$ cat config.mk
export PLATFORM = sky130hd
export DESIGN_NAME = mem_stage_flat
export DESIGN_NICKNAME = d
export VERILOG_FILES = /design/src/rtl/mem_stage_if.sv /design/src/rtl/mem_stage.sv /design/src/flat_wrapper.sv
export SDC_FILE = /design/constraint.sdc
export NUM_CORES = 1
export LEC_CHECK = 0
export BUFFER_PORTS_ARGS = -buffer_cell sky130_fd_sc_hd__buf_2
export CORE_ASPECT_RATIO = 1.4
export CORE_MARGIN = 5
export CORE_UTILIZATION = 54
export DETAILED_ROUTE_END_ITERATION = 6
export MAX_ROUTING_LAYER = met4
export PLACE_DENSITY_LB_ADDON = 0.05
export SYNTH_ARGS = -nofsm -noshare
export SYNTH_HDL_FRONTEND = slang
export SYNTH_SLANG_ARGS = --single-unit
$ cat constraint.sdc
create_clock -name clk -period 8.8 [get_ports clk]
set_input_delay 0.44 -clock clk [delete_from_list [all_inputs] [get_ports clk]]
set_output_delay 0.44 -clock clk [all_outputs]
set_load 0.005 [all_outputs]
$ cat src/rtl/mem_stage_if.sv
// Pipeline-side signal bundle of the memory-access stage: the execute-facing
// handshake, the write-back-facing handshake, the data-SRAM response and the
// forwarding/interlock bus back to decode.
interface mem_stage_if;
  // execute -> memory
  logic        es_to_ms_valid;
  logic [74:0] es_to_ms_bus;
  logic        ms_allowin;
  // memory -> write-back
  logic        ms_to_ws_valid;
  logic [69:0] ms_to_ws_bus;
  logic        ws_allowin;
  // data-SRAM response
  logic        data_sram_data_ok;
  logic [31:0] data_sram_rdata;
  // forwarding / interlock back to decode
  logic [38:0] ms_fwd_bus;

  // The memory stage itself.
  modport slave (
    input  es_to_ms_valid, es_to_ms_bus, ws_allowin,
           data_sram_data_ok, data_sram_rdata,
    output ms_allowin, ms_to_ws_valid, ms_to_ws_bus, ms_fwd_bus
  );

  // Everything around the memory stage (execute, write-back, SRAM, decode).
  modport master (
    output es_to_ms_valid, es_to_ms_bus, ws_allowin,
           data_sram_data_ok, data_sram_rdata,
    input  ms_allowin, ms_to_ws_valid, ms_to_ws_bus, ms_fwd_bus
  );
endinterface

$ cat src/rtl/mem_stage.sv
// Memory-access stage: holds one instruction from execute, waits for the
// data-SRAM response of a load/store, extracts and extends load data, parks a
// response that arrives while write-back is stalled, and drives the
// forwarding/interlock bus back to decode.
module mem_stage (
  input  logic        clk,
  input  logic        reset,
  mem_stage_if.slave  ms_if
);

  // Field layout of the instruction handed over by execute (MSB first).
  typedef struct packed {
    logic        mem_req;
    logic [2:0]  ld_op;
    logic        res_from_mem;
    logic        gr_we;
    logic [4:0]  dest;
    logic [31:0] alu_result;
    logic [31:0] pc;
  } es_bus_t;

  // Load size/sign encodings.
  localparam logic [2:0] LD_W  = 3'b000;
  localparam logic [2:0] LD_B  = 3'b001;
  localparam logic [2:0] LD_H  = 3'b010;
  localparam logic [2:0] LD_BU = 3'b011;
  localparam logic [2:0] LD_HU = 3'b100;

  // State
  logic        ms_valid_q,  ms_valid_d;
  es_bus_t     bus_r_q,     bus_r_d;
  logic        buf_valid_q, buf_valid_d;
  logic [31:0] buf_data_q,  buf_data_d;

  // Handshake / datapath nets
  logic        resp_done;
  logic        ms_ready_go;
  logic        allowin;
  logic        take_buf;
  logic [31:0] raw_data;
  logic [1:0]  offset;
  logic [7:0]  ld_byte;
  logic [15:0] ld_half;
  logic [31:0] load_data;
  logic [31:0] final_result;

  // Handshake: a memory instruction may only leave once its response is
  // either on the bus this cycle or already parked in the buffer.
  always_comb begin
    resp_done   = buf_valid_q | ms_if.data_sram_data_ok;
    ms_ready_go = ~bus_r_q.mem_req | resp_done;
    allowin     = ~ms_valid_q | (ms_ready_go & ms_if.ws_allowin);
    // A response only gets parked when it belongs to the resident memory
    // instruction and write-back cannot take it right now; stray strobes
    // (no instruction, no request, or buffer already full) fall through.
    take_buf    = ms_valid_q & bus_r_q.mem_req & ~buf_valid_q &
                  ms_if.data_sram_data_ok & ~ms_if.ws_allowin;
  end

  // Load data extraction: pick the byte/half addressed by the low address
  // bits and extend it; unknown ld_op codes behave like a full word load.
  always_comb begin
    raw_data = buf_valid_q ? buf_data_q : ms_if.data_sram_rdata;
    offset   = bus_r_q.alu_result[1:0];

    case (offset)
      2'd0:    ld_byte = raw_data[7:0];
      2'd1:    ld_byte = raw_data[15:8];
      2'd2:    ld_byte = raw_data[23:16];
      default: ld_byte = raw_data[31:24];
    endcase

    // Half selection ignores offset[0]; misalignment is trapped upstream.
    ld_half = offset[1] ? raw_data[31:16] : raw_data[15:0];

    case (bus_r_q.ld_op)
      LD_B:    load_data = {{24{ld_byte[7]}}, ld_byte};
      LD_BU:   load_data = {24'd0, ld_byte};
      LD_H:    load_data = {{16{ld_half[15]}}, ld_half};
      LD_HU:   load_data = {16'd0, ld_half};
      LD_W:    load_data = raw_data;
      default: load_data = raw_data;
    endcase

    final_result = bus_r_q.res_from_mem ? load_data : bus_r_q.alu_result;
  end

  // Next-state: accept from execute when there is room, otherwise capture a
  // response that write-back cannot consume this cycle.
  always_comb begin
    // NOTE: every signal gets its hold value first so no path leaves it
    // unassigned; an unassigned path in always_comb would infer a latch.
    ms_valid_d  = ms_valid_q;
    bus_r_d     = bus_r_q;
    buf_valid_d = buf_valid_q;
    buf_data_d  = buf_data_q;

    if (allowin) begin
      ms_valid_d = ms_if.es_to_ms_valid;
      if (ms_if.es_to_ms_valid) begin
        bus_r_d     = ms_if.es_to_ms_bus;
        buf_valid_d = 1'b0;
      end
    end else if (take_buf) begin
      // take_buf implies ms_valid & !ws_allowin, hence allowin=0: the two
      // branches can never both want to fire.
      buf_valid_d = 1'b1;
      buf_data_d  = ms_if.data_sram_rdata;
    end
  end

  // Stage registers; reset drops any resident instruction and its response.
  always_ff @(posedge clk or posedge reset) begin
    if (reset) begin
      ms_valid_q  <= 1'b0;
      bus_r_q     <= '0;
      buf_valid_q <= 1'b0;
      buf_data_q  <= '0;
    end else begin
      // NOTE: non-blocking assignments so every flop samples pre-edge values
      // regardless of statement order.
      ms_valid_q  <= ms_valid_d;
      bus_r_q     <= bus_r_d;
      buf_valid_q <= buf_valid_d;
      buf_data_q  <= buf_data_d;
    end
  end

  // Outputs: all derived from state plus the SRAM response and ws_allowin;
  // nothing from execute reaches an output combinationally.
  assign ms_if.ms_allowin     = allowin;
  assign ms_if.ms_to_ws_valid = ms_valid_q & ms_ready_go;
  assign ms_if.ms_to_ws_bus   = {bus_r_q.gr_we, bus_r_q.dest, final_result, bus_r_q.pc};
  assign ms_if.ms_fwd_bus     = {ms_valid_q & bus_r_q.gr_we,
                                 bus_r_q.dest,
                                 final_result,
                                 ms_valid_q & bus_r_q.res_from_mem & ~resp_done};

  // Write-back sees a stable offer until it accepts it.
  property p_offer_stable;
    @(posedge clk) disable iff (reset)
      (ms_if.ms_to_ws_valid && !ms_if.ws_allowin) |=>
        (ms_if.ms_to_ws_valid && $stable(ms_if.ms_to_ws_bus));
  endproperty
  a_offer_stable: assert property (p_offer_stable);

endmodule

$ cat src/flat_wrapper.sv
// flat-port wrapper written by rule: the top's interface ports become plain ports
module mem_stage_flat 
  (clk, reset, ms_if_es_to_ms_valid, ms_if_es_to_ms_bus, ms_if_ws_allowin, ms_if_data_sram_data_ok, ms_if_data_sram_rdata, ms_if_ms_allowin, ms_if_ms_to_ws_valid, ms_if_ms_to_ws_bus, ms_if_ms_fwd_bus);
  mem_stage_if ms_if_i ();
  input  logic clk;
  input  logic reset;
  input wire logic [$bits(ms_if_i.es_to_ms_valid)-1:0] ms_if_es_to_ms_valid;
  input wire logic [$bits(ms_if_i.es_to_ms_bus)-1:0] ms_if_es_to_ms_bus;
  input wire logic [$bits(ms_if_i.ws_allowin)-1:0] ms_if_ws_allowin;
  input wire logic [$bits(ms_if_i.data_sram_data_ok)-1:0] ms_if_data_sram_data_ok;
  input wire logic [$bits(ms_if_i.data_sram_rdata)-1:0] ms_if_data_sram_rdata;
  output wire logic [$bits(ms_if_i.ms_allowin)-1:0] ms_if_ms_allowin;
  output wire logic [$bits(ms_if_i.ms_to_ws_valid)-1:0] ms_if_ms_to_ws_valid;
  output wire logic [$bits(ms_if_i.ms_to_ws_bus)-1:0] ms_if_ms_to_ws_bus;
  output wire logic [$bits(ms_if_i.ms_fwd_bus)-1:0] ms_if_ms_fwd_bus;
  assign ms_if_i.es_to_ms_valid = ms_if_es_to_ms_valid;
  assign ms_if_i.es_to_ms_bus = ms_if_es_to_ms_bus;
  assign ms_if_i.ws_allowin = ms_if_ws_allowin;
  assign ms_if_i.data_sram_data_ok = ms_if_data_sram_data_ok;
  assign ms_if_i.data_sram_rdata = ms_if_data_sram_rdata;
  assign ms_if_ms_allowin = ms_if_i.ms_allowin;
  assign ms_if_ms_to_ws_valid = ms_if_i.ms_to_ws_valid;
  assign ms_if_ms_to_ws_bus = ms_if_i.ms_to_ws_bus;
  assign ms_if_ms_fwd_bus = ms_if_i.ms_fwd_bus;
  mem_stage u_core (.clk(clk), .reset(reset), .ms_if(ms_if_i));
endmodule
# After elaboration in Yosys (flattened, before gate mapping)
# Cells that the tools add are included.
# classes
addsub	0
n_mul	0
div_mod_pow	0
order_cmp	0
n_eq_ne	7
shift	0
muxes	8
bitwise_logic	18
n_reduce_logical	5
# ops
operator	n
32-bit case mux with 4 select lines	1
32-bit two-way mux	2
8-bit case mux with 3 select lines	1
16-bit two-way mux	1
1-bit bitwise AND	9
3-bit by 2-bit == test with 1-bit output (second input constant)	2
1-bit inverter	6
2-bit AND reduction	3
3-bit by 1-bit == test with 1-bit output (second input constant)	1
3-bit == test (second input constant)	1
1-bit two-way mux	3
1-bit OR	3
2-bit by 1-bit == test with 1-bit output (second input constant)	1
2-bit == test (second input constant)	1
2-bit logical NOT	1
2-bit inequality test (second input constant)	1
2-bit nonzero test	1
# totals
ff_bits	109
latchBits	0
mem_bits_rw	0
mem_bits_ro	0
in_bits	112
output_inout_bits	111
word_cells	48
memories	0

# Longest topological paths before layout
# depth
depth_word	6
depth_mapped	9

# Worst setup path before layout
# No wires, ideal clock.
# synth_path
path_type	reg-to-output
startpoint	register u_core.buf_valid_q
endpoint	output port ms_if_ms_to_ws_bus[47]
arrival_ns	1.729
required_time_ns	8.360
setup_slack_ns	6.631
path_stages_with_launch	8
cell_sequence	dfrtp_1 -> buf_6 -> mux2_1 -> a22o_1 -> o21ai_4 -> buf_6 -> a31oi_1 -> buf_4
# synth_between
elab_chain_cells	4
# synth_rtl
item	line	source
start, declared	mem_stage.sv:32	logic buf_valid_q, buf_valid_d;
start signal, assigned	mem_stage.sv:124	buf_valid_q <= buf_valid_d;
32-bit two-way mux (*)	mem_stage.sv:63	raw_data = buf_valid_q ? buf_data_q : ms_if.data_sram_rdata;
8-bit case mux with 3 select lines or 16-bit two-way mux (tied branches)	mem_stage.sv:66, mem_stage.sv:74	
32-bit case mux with 4 select lines (*)	mem_stage.sv:76	case (bus_r_q.ld_op)
32-bit two-way mux (*)	mem_stage.sv:85	final_result = bus_r_q.res_from_mem ? load_data : bus_r_q.alu_result;
end, declared	flat_wrapper.sv:14	output wire logic [$bits(ms_if_i.ms_to_ws_bus)-1:0] ms_if_ms_to_ws_bus;
# Mark *: on every way between the ends. The rest lies on a longest branch, timed or not.

# Worst setup path after layout
# layout_path
startpoint	register u_core.buf_valid_q
endpoint	output port ms_if_ms_to_ws_bus[44]
# Same word-level chain as after synthesis.

==> metrics.txt <==
status=complete, no violations; cell family contributing the most delay on the critical path=flip-flops; Final Hold Fails=0; Slew headroom=24.3%; clk_lat worst skew=0.35 ns; Worst Setup EP=ms_if_ms_to_ws_bus[44]; Post-synth EDFFs=0; post_cts resized=0; Slowest-stage cell, CP=dfrtp_2; Crit. path cell count=5; VDD IR max=0.000150 V; I/O Pins=223; hold buffers post-CTS=0; via count=4409; YS warnings=0; Synth top cells by count=mux2_2 (118), dfrtp_1 (109), buf_4 (84); antenna violations before repair=0; critical path peak fanout=44; Synth Instances=523; Final #Nets=759; final period utilization=40.5%; Final HPWL DP=11.7 mm; Setup Skew=0.0120 ns; reg2reg start=u_core.buf_valid_q; Final Critical Period=3.56 ns; P per Cell Area=274 nW/um2; crit path from=u_core.buf_valid_q; Core ar.=11300 um2; gr usage total=23.0%; Post-Syn Area=6210 um2; root buf cell=clkbuf_16; Die ar.=13800 um2; top cell type by total area after synthesis=dfrtp_1; Residual DRC=0; Pins Over Slew Limit=0; clock tree buffer depth=2; Synth top area share=43.9%; antenna viol nets, final=0; Post-Route Utilization=62.5%; Area Growth Syn to Fin=13.5%; achievable frequency=281 MHz; Worst Hold Class=primary input to asynchronous set/reset pin; TritonRoute pass-1 iters=5; dpl cell area=6740 um2; Mean Syn Cell Area=11.9 um2; Data required, critical path=8.36 ns; WP data arrival=3.12 ns; vias in the first global route=4620; drt total wl=15.5 mm; initial drt markers=205; Vias/cell=5.54; row cnt=46; FF+latch count, synth=109; unrepaired setup endpoints after global routing=no; CTS clk-pin slew, worst paths=0.08 ns; H-tree levels=3; Post-CTS Setup Bufs=0; first-pass GRT wire length=23.8 mm; Hold Slack=0.120 ns; Buffers on Ports=222; CP startpoint kind=flip-flop; initial core utilization=55.1%; setup_tns=0 ns; Sink Count=109; synth top area cells=dfrtp_1 (44%), mux2_2 (21%), buf_4 (10%); Die H=137 um; Die W=101 um; FF-to-FF setup slack=6.00 ns; pin count of the biggest net entering global routing=77; Cell variety after synth=48; Leak=3.24 nW; most numerous cell in the Yosys netlist=mux2_2; CP Cell Sequence=mux2_1 > a22o_1 > o2111ai_1 > o21ai_1 > buf_2; n_diodes=0; Setup CP Type=flip-flop to primary output; gpl congestion=0.914; RR Endpoint=u_core.buf_data_q[12]; measured slew at the worst slew-check pin=1.13 ns; Async SR Flop Fraction=100%; Max-Cap Viols=0; ys flop type=dfrtp_1; final setup fails=0; CP max stage delay=1.12 ns; proportion of layout cells with a drive suffix above 1=58.7%; wire per inst=19.5 um; syn nets=635; cts bufs inserted=9; cell area after layout=7050 um2; aggregate global routing overflow=0; CP endpoint kind=primary output; Seq/Total Area, Yosys=43.9%; worst reg2reg path depth=3; Crit path buffers/inverters=1; CTS tree=done
==> sequential cells by signal (all words and copies together) (netlist names) <==
register / flops
u_core.ms_valid_q: 1
u_core.ms_if.ms_to_ws_bus: 33
u_core.buf_valid_q: 1
u_core.bus_r_q: 37
u_core.ms_if.ms_fwd_bus: 5
u_core.buf_data_q: 32
==> placed cells by master (no fill, tap or decap), types with 2 or more instances in the layout <==
| cell type | count |
|---|---|
| a21boi_0 | 2 |
| nand3_1 | 2 |
| o221a_2 | 7 |
| mux2_2 | 118 |
| mux2i_1 | 19 |
| mux2_1 | 4 |
| inv_6 | 2 |
| a41oi_1 | 9 |
| mux4_2 | 7 |
| clkbuf_16 | 9 |
| clkinv_4 | 2 |
| dfrtp_1 | 107 |
| nor2_1 | 33 |
| a31oi_1 | 14 |
| a21oi_1 | 5 |
| and2_1 | 3 |
| buf_2 | 222 |
| buf_4 | 2 |
| o21a_1 | 12 |
| dfrtp_2 | 2 |
| clkinv_8 | 2 |
| nor2b_1 | 3 |
| o22ai_1 | 3 |
| nand2b_1 | 5 |
| nand2_1 | 15 |
| nor3_1 | 2 |
| a32oi_1 | 3 |
| o21ai_0 | 4 |
| a22o_1 | 2 |
| o21ai_1 | 8 |
==> cells by family after synthesis <==
| family | count (synthesis) | share of synthesized area [%] |
|---|---|---|
| flops | 109 | 43.9 |
| buf+inv | 113 | 12.8 |
| mux | 148 | 27.7 |
| simple gates | 73 | 5.74 |
| xor+xnor | 1 | 0.141 |
| compound gates | 79 | 9.69 |
==> routing by layer <==
| metal | routed length [um] | vias up | track usage, % | share of wire (%) |
|---|---|---|---|---|
| li1 | - | 2061 | - | - |
| met1 | 5690 | 2126 | 26.9 | 37 |
| met2 | 8240 | 193 | 39.0 | 53 |
| met3 | 1080 | 29 | 4.03 | 6.9 |
| met4 | 480 | 0 | 9.51 | 3.1 |
| met5 | 0 | - | - | 0 |
==> where the power goes <==
group	switching [W]	internal (W)
clock	0.000197	0.000208
sequential	0.000130	0.000654
combinational	0.000345	0.000400
total	0.000672	0.00126
==> worst min-delay path by stage <==
stage	to	slack, ns	cells past startpoint
after floorplan	u_core.bus_r_q[45]	0.46	1
after global placement	u_core.bus_r_q[49]	0.48	1
after detailed placement	u_core.bus_r_q[49]	0.49	1
after CTS	u_core.ms_if.ms_fwd_bus[36]	0.14	2
after global routing	u_core.ms_if.ms_fwd_bus[36]	0.16	2
final	u_core.ms_if.ms_fwd_bus[36]	0.12	2
==> through the flow <==
step	worst slack (ns)	instances	total power, W
after global routing	5.04	796	0.00206
after detailed placement	5.64	780	0.00154
after global placement	5.68	780	0.00152
after floorplan	5.49	523	0.00138
after CTS	5.24	796	0.00195
final	5.24	796	0.00193
==> worst register-to-register path, stage by stage (launching register included) <==
cell and delay [ns]:
dfrtp_2 0.81, nor2b_1 0.33, nand4_2 0.90, mux2_2 0.65
==> layout make-up <==
class	instances	area (um2)
clock buffers	10	239
clock inverters	6	67.6
fillers	975	4230
inverters	2	10.0
multi-input cells	301	2700
flip-flops and latches	109	2730
well taps	144	180
repair buffers	224	1130
Note: power is estimated with default switching activity, not from simulation.
